===== src/rtl/queue_controller_if.sv =====
// Queue controller bus: sensor/switch inputs, wait-time ROM port and
// occupancy/status outputs.
//   slave  : the controller (takes sensors, switches and ROM data)
//   master : the surrounding logic (drives sensors/switches, serves the ROM)
interface queue_controller_if;
  localparam int unsigned TEL_W  = 2;
  localparam int unsigned PPL_W  = 3;
  localparam int unsigned WAIT_W = 5;

  logic              sensor_front;
  logic              sensor_back;
  logic [TEL_W-1:0]  teller_sw;
  logic [TEL_W-1:0]  rom_teller;
  logic [PPL_W-1:0]  rom_people;
  logic [WAIT_W-1:0] rom_wait;
  logic [PPL_W-1:0]  people_count;
  logic [WAIT_W-1:0] wait_time;
  logic              full;
  logic              empty;
  logic              reject;
  logic              teller_err;

  modport slave (
    input  sensor_front, sensor_back, teller_sw, rom_wait,
    output rom_teller, rom_people, people_count, wait_time,
           full, empty, reject, teller_err
  );

  modport master (
    output sensor_front, sensor_back, teller_sw, rom_wait,
    input  rom_teller, rom_people, people_count, wait_time,
           full, empty, reject, teller_err
  );
endinterface


===== src/rtl/queue_controller.sv =====
// Single-bank queue sequencing controller.
// Debounces the entry/exit photocells, tracks occupancy (0..MAX_PEOPLE),
// addresses the wait-time ROM with {teller count, occupancy} and registers
// the looked-up wait time.
// Ports:
//   clk  - system clock, rising edge
//   rst  - asynchronous active-high reset
//   bus  - queue_controller_if.slave: sensor_front/sensor_back/teller_sw
//          (async inputs), rom_wait (ROM data in), rom_teller/rom_people
//          (ROM address), people_count, wait_time, full, empty, reject,
//          teller_err
module queue_controller #(
  parameter int unsigned DEBOUNCE   = 4,
  parameter int unsigned MAX_PEOPLE = 7,
  parameter int unsigned ERR_WAIT   = 31
) (
  input  logic               clk,
  input  logic               rst,
  queue_controller_if.slave  bus
);
  localparam int unsigned CNT_W  = 4;
  localparam int unsigned TEL_W  = 2;
  localparam int unsigned PPL_W  = 3;
  localparam int unsigned WAIT_W = 5;
  localparam int unsigned N_SEN  = 2;   // index 0 = front (entry), 1 = back (exit)

  typedef enum logic {S_CLEAR, S_BLOCKED} sensor_state_e;

  logic [N_SEN-1:0]  r_sen_s1;
  logic [N_SEN-1:0]  r_sen_s2;
  logic [N_SEN-1:0]  r_sen_db;
  logic [N_SEN-1:0]  r_ev;
  logic [CNT_W-1:0]  r_db_cnt [N_SEN];
  sensor_state_e     r_state  [N_SEN];
  logic [TEL_W-1:0]  r_tel_s1;
  logic [TEL_W-1:0]  r_tel_s2;
  logic [PPL_W-1:0]  r_people;
  logic [WAIT_W-1:0] r_wait;
  logic              r_reject;
  logic              r_teller_err;

  logic [N_SEN-1:0]  w_sen_raw;
  logic              w_entry_ok;
  logic              w_exit_ok;

  assign w_sen_raw  = {bus.sensor_back, bus.sensor_front};
  // Each event is judged against the current count on its own.
  assign w_entry_ok = r_ev[0] && (r_people < PPL_W'(MAX_PEOPLE));
  assign w_exit_ok  = r_ev[1] && (r_people != '0);

  // Two-flop synchronizers for all asynchronous inputs.
  always_ff @(posedge clk or posedge rst) begin
    if (rst) begin
      r_sen_s1 <= '0;
      r_sen_s2 <= '0;
      r_tel_s1 <= '0;
      r_tel_s2 <= '0;
    end else begin
      r_sen_s1 <= w_sen_raw;
      r_sen_s2 <= r_sen_s1;
      r_tel_s1 <= bus.teller_sw;
      r_tel_s2 <= r_tel_s1;
    end
  end

  // Per-sensor debounce and pass FSM; an event fires when the beam clears.
  always_ff @(posedge clk or posedge rst) begin
    if (rst) begin
      r_sen_db <= '0;
      r_ev     <= '0;
      for (int i = 0; i < N_SEN; i++) begin
        r_db_cnt[i] <= '0;
        r_state[i]  <= S_CLEAR;
      end
    end else begin
      for (int i = 0; i < N_SEN; i++) begin
        r_ev[i] <= 1'b0;
        // Level must differ for DEBOUNCE consecutive cycles before it is taken.
        if (r_sen_s2[i] == r_sen_db[i]) begin
          r_db_cnt[i] <= '0;
        end else if (r_db_cnt[i] == CNT_W'(DEBOUNCE - 1)) begin
          r_sen_db[i] <= r_sen_s2[i];
          r_db_cnt[i] <= '0;
        end else begin
          r_db_cnt[i] <= r_db_cnt[i] + 1'b1;
        end
        case (r_state[i])
          S_CLEAR: begin
            if (r_sen_db[i]) r_state[i] <= S_BLOCKED;
          end
          S_BLOCKED: begin
            if (!r_sen_db[i]) begin
              r_state[i] <= S_CLEAR;
              r_ev[i]    <= 1'b1;
            end
          end
          default: r_state[i] <= S_CLEAR;
        endcase
      end
    end
  end

  // Occupancy update and reject pulse, one cycle after the events.
  always_ff @(posedge clk or posedge rst) begin
    if (rst) begin
      r_people <= '0;
      r_reject <= 1'b0;
    end else begin
      r_reject <= r_ev[0] && !w_entry_ok;
      case ({w_entry_ok, w_exit_ok})
        2'b10:   r_people <= r_people + 1'b1;
        2'b01:   r_people <= r_people - 1'b1;
        default: r_people <= r_people;
      endcase
    end
  end

  // Registered wait time; an invalid teller count overrides the ROM.
  always_ff @(posedge clk or posedge rst) begin
    if (rst) begin
      r_wait       <= '0;
      r_teller_err <= 1'b0;
    end else begin
      r_teller_err <= (r_tel_s2 == '0);
      r_wait       <= (r_tel_s2 == '0) ? WAIT_W'(ERR_WAIT) : bus.rom_wait;
    end
  end

  assign bus.rom_teller   = r_tel_s2;
  assign bus.rom_people   = r_people;
  assign bus.people_count = r_people;
  assign bus.wait_time    = r_wait;
  assign bus.reject       = r_reject;
  assign bus.teller_err   = r_teller_err;
  assign bus.full         = (r_people == PPL_W'(MAX_PEOPLE));
  assign bus.empty        = (r_people == '0);
endmodule


===== src/flat_wrapper.sv =====
// flat-port wrapper written by rule: the top's interface ports become plain ports
module queue_controller_flat 
#(
  parameter int unsigned DEBOUNCE   = 4,
  parameter int unsigned MAX_PEOPLE = 7,
  parameter int unsigned ERR_WAIT   = 31
)
  (clk, rst, bus_sensor_front, bus_sensor_back, bus_teller_sw, bus_rom_wait, bus_rom_teller, bus_rom_people, bus_people_count, bus_wait_time, bus_full, bus_empty, bus_reject, bus_teller_err);
  queue_controller_if bus_i ();
  input  logic clk;
  input  logic rst;
  input wire logic [$bits(bus_i.sensor_front)-1:0] bus_sensor_front;
  input wire logic [$bits(bus_i.sensor_back)-1:0] bus_sensor_back;
  input wire logic [$bits(bus_i.teller_sw)-1:0] bus_teller_sw;
  input wire logic [$bits(bus_i.rom_wait)-1:0] bus_rom_wait;
  output wire logic [$bits(bus_i.rom_teller)-1:0] bus_rom_teller;
  output wire logic [$bits(bus_i.rom_people)-1:0] bus_rom_people;
  output wire logic [$bits(bus_i.people_count)-1:0] bus_people_count;
  output wire logic [$bits(bus_i.wait_time)-1:0] bus_wait_time;
  output wire logic [$bits(bus_i.full)-1:0] bus_full;
  output wire logic [$bits(bus_i.empty)-1:0] bus_empty;
  output wire logic [$bits(bus_i.reject)-1:0] bus_reject;
  output wire logic [$bits(bus_i.teller_err)-1:0] bus_teller_err;
  assign bus_i.sensor_front = bus_sensor_front;
  assign bus_i.sensor_back = bus_sensor_back;
  assign bus_i.teller_sw = bus_teller_sw;
  assign bus_i.rom_wait = bus_rom_wait;
  assign bus_rom_teller = bus_i.rom_teller;
  assign bus_rom_people = bus_i.rom_people;
  assign bus_people_count = bus_i.people_count;
  assign bus_wait_time = bus_i.wait_time;
  assign bus_full = bus_i.full;
  assign bus_empty = bus_i.empty;
  assign bus_reject = bus_i.reject;
  assign bus_teller_err = bus_i.teller_err;
  queue_controller #(.DEBOUNCE(DEBOUNCE), .MAX_PEOPLE(MAX_PEOPLE), .ERR_WAIT(ERR_WAIT)) u_core (.clk(clk), .rst(rst), .bus(bus_i));
endmodule

===== config.mk =====
export PLATFORM = sky130hd
export DESIGN_NAME = queue_controller_flat
export DESIGN_NICKNAME = d
export VERILOG_FILES = /design/src/rtl/queue_controller_if.sv /design/src/rtl/queue_controller.sv /design/src/flat_wrapper.sv
export SDC_FILE = /design/constraint.sdc
export NUM_CORES = 1
export LEC_CHECK = 0
export BUFFER_PORTS_ARGS = -buffer_cell sky130_fd_sc_hd__buf_2
export CAP_MARGIN = 20
export CORE_MARGIN = 2
export CORE_UTILIZATION = 49
export CTS_BUF_LIST = sky130_fd_sc_hd__clkbuf_8
export CTS_CLUSTER_DIAMETER = 200
export DETAILED_ROUTE_END_ITERATION = 8
export MAX_ROUTING_LAYER = met4
export PLACE_DENSITY_LB_ADDON = 0.3
export SKIP_LAST_GASP = 1
export SYNTH_ARGS = -nofsm -noshare
export SYNTH_HDL_FRONTEND = slang
export SYNTH_SLANG_ARGS = --single-unit

===== constraint.sdc =====
create_clock -name clk -period 1.9 [get_ports clk]
set_clock_uncertainty 0.2 [all_clocks]
set_input_delay 0.38 -clock clk [delete_from_list [all_inputs] [get_ports clk]]
set_output_delay 0.38 -clock clk [all_outputs]
set_load 0.05 [all_outputs]

==> results.md, run 1 <==
* Final setup viols at 1
* Tot Pwr at 2.60 mW
* Clock sink count at 32
* Number of synthesized flops with an enable pin at 0
* Slew @ Worst Pin at 371 ps
* Core Region at 2230 um2
* First-pass GRT wire length at 3250 um
* Worst setup margin at -16.1 ps
* Worst-Skew Late Latency at 270 ps
* P_leak at 0.778 nW
* Asr flop ratio synth at 100%
* DRC Markers at 0
* Setup TNS at -16.1 ps
* Clock buffer depth at 2
* CP Cell Sequence: and3_4 -> nand2b_4 -> ha_4 -> inv_2 -> fa_2 -> xor2_1 -> nor2_1 -> xor2_1
* Switching Fraction at 38.2%
* Hold path depth at 2
* Layout cells sized above 1 at 46.1%
* CP Buf/Inv Count at 1
* Syn. warnings at 0
* Synthesized Nets at 99
* IO buf count at 27
* P&R area growth vs syn at 36.2%
* DRT iter0 DRCs at 0
* Final Cell Area at 1600 um2
* Worst Path Required at 1900 ps
* Cell with the largest stage delay on the worst path: dfrtp_2
* Rel. slew slack at 75.1%
* Reg-to-reg slack, setup at -20 ps
* Clk root buf: clkbuf_8
* Unrepaired setup endpoints after global routing: yes
* Fin. max-slew vios at 0
* Placed Cells at 141
* Crit path max-delay family: simple AND/OR/NAND/NOR gates
* Critical Path AT at 1910 ps
* # fillers at 161
* Status: finished with violations
* Seq/Total Area, Yosys at 68.2%
* Crit-path max cell delay at 400 ps
* Peak supply drop at 1080 uV
* Total gr overflow at 0
* Failing checks: setup timing
* Cell row count at 17
* Final ANT Viol Nets at 0
* Final period utilization at 101%
* Pre-antenna DRT Iters at 1
* Net Sw Power at 993 uW
* Reg2Reg Depth at 8
* Combinational power share at 43.8%
* Most frequent cells in the layout: dfrtp_1, buf_2, clkbuf_8
* Cells after Synth at 84
* Post-Place Setup Slack at -52.8 ps
* Internal cell power at 1.61 mW
* Final Hold Fails at 0
* Largest net degree at the start of global routing at 29
* Crit path kind: reg -> reg
* Post-layout util at 71.7%
* End of the worst register-to-register path: u_core.bus.people_count[2]
* Hold Path Class: in -> reg
* Ant diodes at 0
* I/O pin cnt at 28
* CP Launch Type: register
* Clock power frac at 19.2%
* CTS tree: yes
* Hold_sp: bus_rom_wait[2]
* Vias in the first global route at 736
* Power Density at 1620 nW/um2
* Gpl congestion at 0.691
* CP Capture Type: register
* Vias at 718
* Max reg flops at 8
* All-Layer GR Usage at 18.3%
* Total Wirelength at 1880 um
* Min Tclk post-route at 1920 ps
* FF-to-FF Start: u_core.bus.people_count[2]
* Synth cell types at 23
* Clock transition at path regs at 60 ps
* Most flops, register: u_core.r_db_cnt
* WL/cell at 12.0 um
* Syn Area/Cell at 14.0 um2
* Final HPWL DP at 1340 um
* Num CTS Buffers at 5
* Die Span X at 53.0 um
* Dpl cell area at 1420 um2
* Reg area at 805 um2
* Fin Hold WS at 93.7 ps
* Max Cap Violations at 0
* Max Clock Freq at 0.522 GHz
* Yosys reg bits at 32
* Commonest non-fill, non-tap cell in the layout: dfrtp_1
* Die area at 2810 um2
* Hold EP: u_core.bus.wait_time[2]
* Flop pwr share at 37.0%
* Synth Flop Type: dfrtp_1
* Die Height at 53.0 um
* Initial core utilization at 52.6%
* Critical path's most frequent cell: xor2_1
* Multi-input gate area at 378 um2
* Non-Filler Instances at 156
* Routed vias/inst at 4.60
* Max FO, Critical Path at 3
* Initial antenna violation count at 0
* Htree depth at 2
* Final nets at 142
* Synthesized area at 1170 um2
[synthesized netlist by cell type (2+ instances only)]
cell type,count,area [um2]
nand2_1,2,7.51
nor2b_1,5,31.3
nor3_1,3,15.0
nor3b_2,2,25.0
nand3_1,2,10.0
xnor2_1,3,26.3
xor2_1,4,35.0
ha_1,3,37.5
nor2_1,4,15.0
buf_4,3,22.5
mux2_1,2,22.5
or2_2,5,31.3
nand2b_1,2,12.5
inv_1,4,15.0
dfrtp_1,32,801
[worst max-delay path by stage]
stage                                     startpoint                         end  slack [ps]  cells past startpoint
after floorplan           u_core.bus.people_count[1]  u_core.bus.people_count[2]        -360                      8
after global placement    u_core.bus.people_count[0]  u_core.bus.people_count[2]          10                      8
after detailed placement  u_core.bus.people_count[0]  u_core.bus.people_count[2]         -50                      8
after CTS                 u_core.bus.people_count[2]  u_core.bus.people_count[2]         -20                      9
after global routing      u_core.bus.people_count[2]  u_core.bus.people_count[2]        -110                      8
final                     u_core.bus.people_count[2]  u_core.bus.people_count[2]         -20                      8
[layout make-up]
type | count | area share [%]
Sequential cell | 32 | 50.3
Multi-Input combinational cell | 45 | 23.6
Timing Repair Buffer | 39 | 17.4
Clock buffer | 6 | 5.16
Tap cell | 28 | 2.19
Inverter | 4 | 0.938
Clock inverter | 2 | 0.469
[cell families after synthesis]
group | Yosys count | share of synthesized area (%)
muxes | 3 | 2.88
and+or+nand+nor | 29 | 14.8
AOI/OAI and AO/OA | 2 | 0.851
DFF | 32 | 68.2
buffers and inverters | 7 | 3.19
xor gates and xnor gates | 7 | 5.22
adders and majority gates | 4 | 4.90
[per-layer routing]
layer | vias up | track usage, % | part of all wire, %
met5 | - | - | 0
met4 | 0 | 8.97 | 0.43
met3 | 2 | 8.47 | 7.0
met2 | 19 | 30.4 | 55
met1 | 346 | 18.0 | 37
li1 | 351 | - | -
[power groups by stage]
stage | Clock [mW] | Sequential (mW) | Combinational [mW]
floorplan | 0 | 1.13 | 0.637
finish | 0.500 | 0.960 | 1.14
detailed placement | 0 | 0.977 | 1.03
global placement | 0 | 0.961 | 0.997
global route | 0.544 | 0.986 | 1.23
CTS | 0.522 | 0.960 | 1.15
[what timing repair did]
| action | in CTS | in global routing |
|---|---|---|
| endpoints found under the hold margin | 7 | 1 |
| resized for setup | 1 | 0 |
| setup buffers | 2 | 0 |
| pin swaps | 7 | 6 |
| hold buffers | 4 | 1 |
| setup endpoints to repair | 1 | 2 |
Power figures use the tool's default switching activity.
==> run 2, diff against run 1 <==
- GPL_TIMING_DRIVEN: default -> 0
==> results.md, run 2 (same netlist as run 1, synthesis figures left out) <==
* Status: finished with violations
* Failing checks: setup timing
* DRC Markers at 0 (unchanged)
* Final ANT Viol Nets at 0 (unchanged)
* Final nets at 148 (+4.2%)
* # fillers at 165 (+2.5%)
* Worst setup margin at -48.8 ps (-32.7 ps)
* DRT iter0 DRCs at 2 (+2)
* Htree depth at 2 (unchanged)
* WL/cell at 11.1 um (-7.4%)
* Initial antenna violation count at 0 (unchanged)
* Clk root buf: clkbuf_8
* Initial core utilization at 52.6% (unchanged)
* IO buf count at 27 (unchanged)
* Die area at 2810 um2 (unchanged)
* Min Tclk post-route at 1950 ps (+32.7 ps)
* First-pass GRT wire length at 3200 um (-1.5%)
* Hold Path Class: in -> reg
* Total gr overflow at 0 (unchanged)
* Largest net degree at the start of global routing at 26 (-10%)
* Total Wirelength at 1800 um (-3.8%)
* Most flops, register: u_core.r_db_cnt
* Final period utilization at 103% (+1.7 points)
* Unrepaired setup endpoints after global routing: yes
* Pre-antenna DRT Iters at 4 (+3)
* Crit path kind: reg -> reg
* Multi-input gate area at 378 um2 (unchanged)
* CP Cell Sequence: and3_4 -> nand2b_4 -> ha_4 -> inv_2 -> fa_2 -> xor2_1 -> nor2_1 -> xor2_1
* Crit-path max cell delay at 400 ps (about the same)
* Layout cells sized above 1 at 49.3% (+3.2 points)
* Critical path's most frequent cell: xor2_1
* Final Hold Fails at 0 (unchanged)
* Power Density at 1590 nW/um2 (-2.0%)
* Worst Path Required at 1890 ps (about the same)
* Clock buffer depth at 2 (unchanged)
* Cell row count at 17 (unchanged)
* Peak supply drop at 1070 uV (-0.93%)
* Final setup viols at 2 (+1)
* Max FO, Critical Path at 3 (unchanged)
* Rel. slew slack at 73.8% (-1.3 points)
* Routed vias/inst at 4.65 (+0.99%)
* Slew @ Worst Pin at 393 ps (+21.9 ps)
* I/O pin cnt at 28 (unchanged)
* Num CTS Buffers at 5 (unchanged)
* Cell with the largest stage delay on the worst path: dfrtp_2
* Ant diodes at 0 (unchanged)
* Die Height at 53.0 um (unchanged)
* P&R area growth vs syn at 39.2%
* Fin. max-slew vios at 0 (unchanged)
* CP Capture Type: register
* Vias in the first global route at 794 (+7.9%)
* Gpl congestion at 0.627 (-9.3%)
* Clock transition at path regs at 70 ps (about the same)
* Vias at 753 (+4.9%)
* CP Launch Type: register
* Core Region at 2230 um2 (unchanged)
* CTS tree: yes
* All-Layer GR Usage at 17.6% (-0.66 points)
* Fin Hold WS at 83.1 ps (-10.6 ps)
* Max Clock Freq at 0.513 GHz (-1.7%)
* Setup TNS at -71.2 ps (-55.1 ps)
* Crit path max-delay family: adder cells
* Max Cap Violations at 0 (unchanged)
* Critical Path AT at 1930 ps (+20 ps)
* Clock sink count at 32 (unchanged)
* Worst-Skew Late Latency at 280 ps (about the same)
* Post-layout util at 73.2% (+1.6 points)
* Reg area at 805 um2 (unchanged)
* CP Buf/Inv Count at 1 (unchanged)
* Die Span X at 53.0 um (unchanged)
* Commonest non-fill, non-tap cell in the layout: dfrtp_1
* P_leak at 0.799 nW (+2.6%)
* Max reg flops at 8 (unchanged)
* Final HPWL DP at 1250 um (-6.6%)
* Most frequent cells in the layout: dfrtp_1, buf_2, buf_4
-- run 2: worst paths after layout --
kind,end,slack (ps),depth (start not counted),from
setup / recovery,u_core.bus.people_count[2],-50,8,u_core.bus.people_count[0]
hold / removal,u_core.bus.wait_time[4],80,2,bus_rom_wait[4]
setup reg to reg,u_core.bus.people_count[2],-50,8,u_core.bus.people_count[0]
hold reg to reg,u_core.r_sen_s2[1],150,0,u_core.r_sen_s1[1]
max in group asynchronous,u_core.r_db_cnt[2],630,4,rst
min in group asynchronous,u_core.bus.wait_time[1],420,3,rst
-- run 2: routing by layer --
layer / share of wire, % / GRT usage [%] / vias up
met2: 57 / 31.9 / 19
met5: 0 / - / -
met3: 4.9 / 5.93 / 5
li1: - / - / 362
met4: 2.7 / 11.5 / 0
met1: 35 / 15.2 / 367
-- run 2: metrics by stage --
step | cell area (um2) | cells | power, mW | setup slack [ps]
6_report | 1640 | 162 | 2.60 | -48.8
5_1_grt | 1640 | 162 | 2.77 | -133
4_1_cts | 1620 | 160 | 2.60 | -42.5
3_5_place_dp | 1420 | 140 | 1.97 | -101
3_3_place_gp | 1390 | 139 | 1.92 | -59.4
2_1_floorplan | 1220 | 84 | 1.77 | -364
-- run 2: where the power goes --
group          internal, mW  leakage, nW  switching (mW)
logic                 0.512        0.365           0.659
clock network         0.250       0.0453           0.230
registers             0.844        0.389           0.107
total                  1.61        0.799           0.996
-- run 2: cell type report --
cell class | count | area share (%)
sequential | 32 | 49.2
multi-input combinational | 45 | 23.1
timing repair buffer | 42 | 18.1
clock buffer | 5 | 4.21
tap | 28 | 2.14
buffer | 3 | 1.38
clock inverter | 3 | 0.995
inverter | 4 | 0.918
-- run 2: what timing repair did --
item	4_1_cts	5_1_grt
hold endpoints to repair	11	0
resized for setup	0	2
hold buffers	5	0
setup endpoints to repair	1	3
pin swaps	5	5
cloned	0	0
buffers inserted	7	2
==> run 3, diff against run 2 <==
- CORE_UTILIZATION: 49 -> 46
- CTS_BUF_LIST: sky130_fd_sc_hd__clkbuf_8 -> default
==> results.md, run 3 (same netlist as run 1, synthesis figures left out) <==
* Status: finished with violations
* Failing checks: setup timing
* Total gr overflow at 0 (unchanged)
* Final setup viols at 1 (-1)
* Final nets at 147 (-0.68%)
* Internal cell power at 1.51 mW (-5.8%)
* Worst-Skew Late Latency at 320 ps (+40 ps)
* I/O pin cnt at 28 (unchanged)
* Layout cells sized above 1 at 48.1% (-1.1 points)
* Num CTS Buffers at 5 (unchanged)
* Post-layout util at 65.5% (-7.7 points)
* Htree depth at 2 (unchanged)
* Net Sw Power at 984 uW (-1.2%)
* Rel. slew slack at 70.9% (-2.8 points)
* Fin. max-slew vios at 0 (unchanged)
* Flop pwr share at 38.5% (+1.9 points)
* P_leak at 0.781 nW (-2.3%)
* Die Height at 54.5 um (+3.0%)
* Initial core utilization at 47.9% (-4.7 points)
* Vias in the first global route at 759 (-4.4%)
* Min Tclk post-route at 1940 ps (-9.32 ps)
* CP Capture Type: register
* Final Cell Area at 1610 um2 (-1.6%)
* Largest net degree at the start of global routing at 24 (-7.7%)
* Final HPWL DP at 1280 um (+2.1%)
* Worst Path Required at 1940 ps (+50 ps)
* Critical Path AT at 1980 ps (+50 ps)
* Combinational power share at 47.4% (+2.4 points)
* Final Hold Fails at 0 (unchanged)
* CP Launch Type: register
* Final period utilization at 102% (-0.49 points)
* Clk root buf: clkbuf_4
* Clock power frac at 14.1% (-4.3 points)
* Power Density at 1550 nW/um2 (-2.5%)
* Initial antenna violation count at 0 (unchanged)
* Switching Fraction at 39.4% (+1.1 points)
* Routed vias/inst at 4.55 (-2.2%)
* Max Cap Violations at 0 (unchanged)
* Die area at 2970 um2 (+6.0%)
* Unrepaired setup endpoints after global routing: yes
* Most frequent cells in the layout: dfrtp_1, buf_2, buf_4
* Core Region at 2450 um2 (+9.9%)
* WL/cell at 11.2 um (+0.49%)
* Crit path kind: reg -> reg
* DRC Markers at 0 (unchanged)
* Die Span X at 54.5 um (+3.0%)
* Ant diodes at 0 (unchanged)
* Cell row count at 18 (+1)
* Most flops, register: u_core.r_db_cnt
* Max Clock Freq at 0.516 GHz (+0.48%)
* P&R area growth vs syn at 37.0%
* Clock sink count at 32 (unchanged)
* Max FO, Critical Path at 4 (+1)
* Slew @ Worst Pin at 436 ps (+42.5 ps)
* Total Wirelength at 1820 um (+1.1%)
* Max reg flops at 8 (unchanged)
* Final ANT Viol Nets at 0 (unchanged)
* First-pass GRT wire length at 3080 um (-3.7%)
* Worst setup margin at -39.5 ps (+9.32 ps)
* Gpl congestion at 0.673 (+7.4%)
* Commonest non-fill, non-tap cell in the layout: dfrtp_1
* DRT iter0 DRCs at 7 (+5)
* Peak supply drop at 1310 uV (+23%)
* IO buf count at 27 (unchanged)
* Clock buffer depth at 2 (unchanged)
* Vias at 741 (-1.6%)
* Hold Path Class: in -> reg
* Dpl cell area at 1420 um2 (+0.18%)
* All-Layer GR Usage at 16.0% (-1.7 points)
* CTS tree: yes
* Clock transition at path regs at 100 ps (+30 ps)
* Pre-antenna DRT Iters at 2 (-2)
run 3: changes by cell type in the layout (fill, tap and decap cells not counted), sizes merged:
cell / before / now
buf: 40 / 39
clkbuf: 5 / 7
clkinvlp: 1 / 0
inv: 5 / 4
run 3: power groups by stage:
| stage | clock network (mW) | registers [mW] | logic, mW |
|---|---|---|---|
| after detailed placement | 0 | 0.998 | 0.981 |
| after CTS | 0.369 | 0.964 | 1.15 |
| after global routing | 0.396 | 0.987 | 1.29 |
| final | 0.352 | 0.963 | 1.18 |
| after floorplan | 0 | 1.13 | 0.637 |
| after global placement | 0 | 0.982 | 0.941 |
run 3: worst max-delay path, stage by stage (launching register included):
cell and delay, ps:
dfrtp_2 430, and3_4 200, nand2b_4 120, ha_4 130, inv_2 30, fa_2 320
xor2_1 140, nor2_1 120, xor2_1 150
run 3: final cells by class:
type,count,area (um2)
Fill cell,192,846
Sequential cell,32,805
Tap cell,30,37.5
Buffer,3,22.5
Clock inverter,1,5.00
Timing Repair Buffer,41,302
Clock buffer,7,45.0
Multi-Input combinational cell,45,378
Inverter,4,15.0
run 3: worst paths after layout:
kind	endpoint	from	slack [ps]	cells past startpoint
worst max-delay path	u_core.bus.people_count[2]	u_core.bus.people_count[0]	-40	8
worst min-delay path	u_core.bus.wait_time[1]	bus_rom_wait[1]	40	2
worst max register to register	u_core.bus.people_count[2]	u_core.bus.people_count[0]	-40	8
worst min register to register	u_core.r_sen_s2[0]	u_core.r_sen_s1[0]	150	0
max in group asynchronous	u_core.bus.people_count[2]	rst	640	4
min in group asynchronous	u_core.r_sen_s2[0]	rst	390	3
run 3: timing repair:
action / CTS / global route
hold buffers: 5 / 0
pin swaps: 4 / 5
buffers inserted: 7 / 2
hold endpoints to repair: 13 / 0
cloned: 0 / 0
resized for setup: 1 / 5
endpoints found under the setup margin: 2 / 3
run 3: per-stage QoR:
stage                     setup WS [ps]  setup TNS [ps]  std cells  power, mW  hold WS, ps
after floorplan                    -364            -685         84       1.77          131
after global placement            -57.1           -57.1        141       1.92          133
after detailed placement          -84.6           -84.6        142       1.98          135
after global routing               -143            -152        163       2.68         16.5
final                             -39.5           -39.5        163       2.50         39.7
after CTS                         -34.0           -34.0        162       2.48         23.0
run 3: per-layer routing:
metal | global-route usage (%) | up-vias | wire, um
li1 | - | 363 | -
met1 | 16.2 | 358 | 716
met2 | 26.7 | 18 | 992
met3 | 7.38 | 2 | 100
met4 | 6.25 | 0 | 15
met5 | - | - | 0
